[config.mk]
export PLATFORM = sky130hd
export DESIGN_NAME = mem_responder
export DESIGN_NICKNAME = d
export VERILOG_FILES = /design/src/rtl/mem_responder.sv
export SDC_FILE = /design/constraint.sdc
export NUM_CORES = 2
export LEC_CHECK = 0
export ABC_CLOCK_PERIOD_IN_PS = 5900
export BUFFER_PORTS_ARGS = -buffer_cell sky130_fd_sc_hd__buf_2
export CORE_MARGIN = 5
export CORE_UTILIZATION = 55
export CTS_CLUSTER_SIZE = 25
export DETAILED_ROUTE_END_ITERATION = 7
export PLACE_DENSITY_LB_ADDON = 0.15
export SYNTH_ARGS = -nofsm -noshare
export SYNTH_HDL_FRONTEND = slang
export SYNTH_SLANG_ARGS = --single-unit
[constraint.sdc]
create_clock -name clk -period 5.9 [get_ports clk]
set_input_delay 0.295 -clock clk [delete_from_list [all_inputs] [get_ports clk]]
set_output_delay 0.295 -clock clk [all_outputs]
set_load 0.01 [all_outputs]
[src/rtl/mem_responder.sv]
// Wait-state memory responder for a multicycle core: one request at a time,
// a fixed number of wait states, then a single-cycle ready pulse with data or error.
module mem_responder #(
  parameter int DEPTH       = 64,
  parameter int WAIT_CYCLES = 2
) (
  input  logic        clk,
  input  logic        reset,
  input  logic        req,
  input  logic        we,
  input  logic [31:0] addr,
  input  logic [31:0] wd,
  output logic [31:0] rd,
  output logic        ready,
  output logic        err,
  output logic        busy
);

  localparam int AW = $clog2(DEPTH);

  typedef enum logic [1:0] {IDLE, WAIT, RESP} state_t;

  state_t      state, next_state;
  logic [3:0]  cnt;
  logic        we_q, err_q;
  logic [31:0] addr_q, wd_q;
  logic [31:0] mem [DEPTH];

  logic          accept, enter_resp, op_we, op_bad;
  logic [31:0]   op_addr, op_wd;
  logic [AW-1:0] word_idx;

  // With no wait states RESP is entered on the capture edge itself, so the
  // operation must come straight from the inputs rather than the capture regs.
  assign accept     = (state == IDLE) && req;
  assign op_we      = accept ? we   : we_q;
  assign op_addr    = accept ? addr : addr_q;
  assign op_wd      = accept ? wd   : wd_q;
  assign op_bad     = (op_addr[1:0] != 2'b00) || (op_addr >= 32'(4 * DEPTH));
  assign word_idx   = op_addr[AW+1:2];
  assign enter_resp = (state != RESP) && (next_state == RESP);

  always_comb begin
    next_state = state;
    case (state)
      IDLE: if (req) next_state = (WAIT_CYCLES > 0) ? WAIT : RESP;
      WAIT: if (cnt == 4'(WAIT_CYCLES - 1)) next_state = RESP;
      RESP: next_state = IDLE;
      default: next_state = IDLE;
    endcase
  end

  always_ff @(posedge clk or posedge reset) begin
    if (reset) begin
      state  <= IDLE;
      cnt    <= '0;
      we_q   <= 1'b0;
      err_q  <= 1'b0;
      addr_q <= '0;
      wd_q   <= '0;
      rd     <= '0;
    end else begin
      state <= next_state;
      if (accept) begin
        cnt    <= '0;
        we_q   <= we;
        addr_q <= addr;
        wd_q   <= wd;
        err_q  <= op_bad;
      end else if (state == WAIT) begin
        cnt <= cnt + 4'd1;
      end
      if (enter_resp && !op_we && !op_bad)
        rd <= mem[word_idx];
    end
  end

  // Memory is deliberately not reset; the reset gate keeps an aborted write out.
  always_ff @(posedge clk) begin
    if (!reset && enter_resp && op_we && !op_bad)
      mem[word_idx] <= op_wd;
  end

  assign ready = (state == RESP);
  assign err   = ready && err_q;
  assign busy  = (state != IDLE);

endmodule

# Word level (Yosys, flattened, before mapping)

Memories as Yosys holds them, arrays and structs flattened. A register that Yosys moved wholly into a read port is not among the register bits.
Cells that the tools add are included.

Memories kept: 1
Memory bits (writable): 2048
Output and inout port bits: 35
Bits in registers: 72

Reductions and logical operators: 16
Muxes and demuxes: 10
Equal/unequal tests: 5
$add $sub $neg: 1
$lt $le $gt $ge: 1

Memories:

| memory | words | width | rd ports | clocked after memory_dff | wr ports | RTL line | RTL |
|---|---|---|---|---|---|---|---|
| mem    | 64    | 32    | 1        | 1                        | 1        | 27       | `logic [31:0] mem [DEPTH];` |

Operators with widths:

| kind                                                                                  | count |
|---|---|
| 32-bit 2-to-1 mux                                                                     | 2 |
| 32-bit by 9-bit greater-or-equal comparator with 1-bit output (second input constant) | 1 |
| 1-bit logical AND                                                                     | 8 |
| 4-bit 2-to-1 mux                                                                      | 2 |
| 2-bit nonzero test                                                                    | 3 |
| 4-bit by 1-bit adder with 4-bit output (second input constant)                        | 1 |
| 2-bit == test (second input constant)                                                 | 2 |
| 4-bit by 1-bit == test with 1-bit output (second input constant)                      | 1 |
| 2-bit 2-to-1 mux                                                                      | 2 |
| 2-bit one-hot mux with 2 select lines                                                 | 1 |
| 1-bit zero test                                                                       | 3 |
| 1-bit 2-to-1 mux                                                                      | 3 |
| 2-bit by 1-bit == test with 1-bit output (second input constant)                      | 1 |
| 2-bit zero test                                                                       | 1 |
| 2-bit != test (second input constant)                                                 | 1 |
| 1-bit logical OR                                                                      | 1 |

# Depth between registers and ports, before layout

Word-level depth: 10
Depth in mapped cells: 11
Depth with buffers taken out: 7

# Least setup slack after synthesis

No wires, ideal clock.

Path type: flip-flop to flip-flop
Start point: register state[0]
End point: memory mem[39][0] (enable)
Slack: 0.905 ns
Data arrival time: 4.535 ns
Path buffers: 6
Setup time: 0.461 ns
Data required time: 5.439 ns
Cell stages (with the launch flop): 10
Cell sequence: dfrtp_1 or3b_1 buf_6 buf_6 buf_6 buf_2 buf_2 buf_2 mux2_1 nor3_1

Longest elaborated chain between the ends: 9

Ends and longest elaborated chain:

| element                                                                               | RTL line | RTL |
|---|---|---|
| start: declaration                                                                    | 23       | `state_t state, next_state;` |
| start signal: assignment                                                              | 63       | `state <= next_state;` |
| 2-bit zero test (tied with other cells)                                               | 35, 45   |  |
| 1-bit logical AND / 2-bit one-hot mux with 2 select lines (equally long branches)     | 35, 45   |  |
| 32-bit 2-to-1 mux / 2-bit == test (equally long branches)                             | n/a      |  |
| 32-bit by 9-bit greater-or-equal comparator with 1-bit output (tied with other cells) | 39       | `assign op_bad = (op_addr[1:0] != 2'b00) \|\| (op_addr >= 32'(4 * DEPTH));` |
| 1-bit logical OR / 1-bit logical AND (equally long branches)                          | 39, 80   |  |
| 1-bit zero test / 1-bit logical AND (equally long branches)                           | 80       | `if (!reset && enter_resp && op_we && !op_bad)` |
| 1-bit logical AND                                                                     | 80       |  |
| 1-bit 2-to-1 mux                                                                      | 80       |  |
| 1-bit 2-to-1 mux (implied by the code)                                                | 81       | `mem[word_idx] <= op_wd;` |
| end: declaration                                                                      | 27       |  |

Parallel ways exist; a longest one is shown, timed or not.

# Worst setup path after layout

Start point: register state[0]
End point: register rd[7] (read register of mem)

Longest elaborated chain between the ends: 7

Ends and longest elaborated chain:

| element                                                                                                    | RTL line | RTL |
|---|---|---|
| 2-bit zero test                                                                                            | 35, 45   |  |
| 1-bit logical AND                                                                                          | 35       | `assign accept = (state == IDLE) && req;` |
| 32-bit 2-to-1 mux                                                                                          | n/a      |  |
| 32-bit by 9-bit greater-or-equal comparator with 1-bit output / 2-bit nonzero test (equally long branches) | 39       |  |
| 1-bit logical OR                                                                                           | 39       |  |
| 1-bit zero test                                                                                            | 73       | `if (enter_resp && !op_we && !op_bad)` |
| 1-bit logical AND                                                                                          | 73       |  |
| end: declaration                                                                                           | 13       | `output logic [31:0] rd,` |

Parallel ways exist; a longest one is shown, timed or not.
A chain may end at the register's enable or synchronous reset.

==> results.toml <==
[min_path]
hp-class = "in2reg"
hold-path-cell-count = 4

[power]
powerDensity_nw_per_um2 = 466.6
irDropWorstVdd_mv = 0.5261
power_leakage_nw = 34.31

[worst_setup_path]
path_max_fanout = 65
reg2reg_depth = 7
cp_top_family = "simple AND/OR/NAND/NOR gates"
cp_num_buf_inv = 1
path_cells = "or3b_4 -> mux2_8 -> buf_4 -> a2111oi_0 -> a31oi_1 -> nor4_2 -> a31oi_1"
cp-end-kind = "flip-flop"
path_depth = 7
crit_type = "reg2reg"
cp.required_ns = 6.58
crit_arrival_ns = 5.70
critPathMaxStageDelay_ns = 1.03
cp_common_cell = "a31oi_1"
critPathSlowestCell = "nor4_2"
startpoint_type = "flip-flop"

[logic_synthesis]
async_flop_share_pct = 4.833
synth_edf_count = 2048
syn_avg_cell_area_um2 = 14.70
syn_inst = 6698
yosysWarnings = 0
synth_seq_cells = 2152
synth_fp_nets = 6768
syn_area_um2 = 98470
ys.flop_type = "edfxtp_1"
ys_seq_area_share_pct = 65.10
synth_cell_types = 40

[clock_network]
cts_max_level = 4
cts_tree = "yes"
cts-root-buf = "clkbuf_16"
cts_buffer_depth = 3
hold_buffers = 31
cts-resized-gates = 0
worstSkewPairLatency_ns = 0.86
clock_sinks = 2152
clk_pin_slew_ns = 0.06
cts_setup_buffers = 0
cts_buffers = 217

[placed_design]
gp_congestion = 0.8446
hpwl_um = 179200
placed_cell_area_um2 = 102500
dpl.cell_count = 8674
portBuffers = 102
dp_slack_ns = 0.9389

[layout]
area_growth_pct = 11.67
layout_commonest_cell = "edfxtp_1"
fin_area_um2 = 110000
stdcell_count = 9108
layout_common_cells = "edfxtp_1, nand4b_1, mux2i_1"
final_nets = 6639
drive_gt1_share_pct = 14.37

[timing]
fin_setup_tns_ns = 0
rsz0062_at_grt = "false"
max_freq_mhz = 199.4
fin_hold_ws_ns = 0.04962
hold_violations = 0
fin_worst_skew_ns = 0.02353
period_minus_slack_ns = 5.016
drv_slew = 0
setup_viol = 0
worst_pin_slew_ns = 1.367
relSlewSlack_pct = 8.023
fin_ws_ns = 0.8843
min_period_over_period_pct = 85.01

[run_status]
status = "completed"

[global_routing]
grt_overflow = 0
grt_max_degree = 161
grt_pass1_wl_um = 471200
track_usage_pct = 34.15
grt_pass1_vias = 65910
antenna_found_initial = 8

[routing]
maxUsedRoutingLayer = "met5"
drt_iter0_drc = 10310
wl_met2_um = 150900
wl_met1_um = 122500
firstDrtPassIters = 6
via_per_inst = 7.528
vias = 68570
drc = 0
antenna_left = 0
dr_wl_met3_um = 34640
wl_per_cell_um = 36.02
routed_wl_um = 328100

[floorplanning]
coreArea_um2 = 178200
dieArea_um2 = 187600
die_y_um = 433.1
rows = 155
die_w_um = 433.1
io_pins = 103
start_util_pct = 55.25

[flow_run]
drv_cap = 0
-- tightest hold or removal path, cell delays in order --
cell	delay (ns)
buf_2	0.10
mux2i_4	0.06
buf_4	0.30
inv_1	0.12
-- cells in the mapped netlist (all sizes together), types with 3 or more instances --
| master | count | area (um^2) |
|---|---|---|
| inv | 7 | 26.28 |
| a22oi | 512 | 3844 |
| nand3b | 4 | 30.03 |
| nor4bb | 98 | 980.9 |
| nand4 | 280 | 1767 |
| or3b | 7 | 61.31 |
| a2111oi | 256 | 2242 |
| o21ai | 5 | 25.02 |
| edfxtp | 2048 | 61500 |
| nand2 | 106 | 397.9 |
| dfrtp | 104 | 2603 |
| mux2i | 730 | 7322 |
| a41oi | 33 | 289.0 |
| nand4b | 1158 | 10140 |
| nor2 | 3 | 11.26 |
| nand3 | 13 | 65.06 |
| mux2 | 83 | 942.2 |
| clkbuf | 643 | 2414 |
| buf | 167 | 928.4 |
| nor4 | 70 | 437.9 |
| a31oi | 289 | 1808 |
| nor3 | 67 | 515.5 |
-- final timing paths --
| path | start | end | slack [ns] |
|---|---|---|---|
| worst max-delay path | state[0] | rd[7] | 0.88 |
| worst min-delay path | we | we_q | 0.05 |
| worst max register to register | state[0] | rd[7] | 0.88 |
| worst min register to register | addr_q[8] | addr_q[8] | 0.49 |
| max in group asynchronous | reset | addr_q[4] | 4.21 |
| min in group asynchronous | reset | state[0] | 0.37 |
-- registers in the layout, summed over array words and instances, names as in the netlist --
register,cells
we_q,1
rd,32
cnt,4
wd_q,32
addr_q,32
mem,2048
err_q,1
state,2
-- area by class of cell --
| class | count | area [um^2] |
|---|---|---|
| diodes | 2 | 5.005 |
| repair buffers | 462 | 4034 |
| fillers | 13030 | 68260 |
| clock buffers | 277 | 5912 |
| well taps | 2355 | 2947 |
| flip-flops and latches | 2152 | 64110 |
| clock inverters | 124 | 1225 |
| multi-input cells | 3729 | 31700 |
| inverters | 7 | 28.78 |
-- layer usage --
metal  vias up  track usage [%]
met4         8            17.95
met5         -                0
met3       843            6.551
li1      28050                -
met1     35110            46.35
met2      4553            52.81
-- metrics by stage --
stage               util, %  total power (W)
floorplan                 -          0.02966
global placement      57.50          0.03689
detailed placement    57.52          0.03719
CTS                   61.70          0.05093
global route          61.70          0.05246
finish                61.70          0.05131
-- logic make-up (layout without fill, tap and decap cells) --
group                    Yosys count  in the layout  synth area share (%)
other                              0              2                     0
adder cells (fa/ha/maj)            2              2               0.02541
multiplexers                     813            813                 8.393
AND/OR/NAND/NOR                 1819           1819                 14.73
flip-flops                      2152           2152                 65.10
AO/OA/AOI/OAI                   1095           1095                 8.335
buffers and inverters            817            870                 3.421
-- power breakdown --
part | internal (W) | switching (W)
registers | 0.0195 | 0.000240
clock network | 0.00805 | 0.00590
logic | 0.00470 | 0.0130
total | 0.0322 | 0.0191
(Power assumes the default switching activity.)
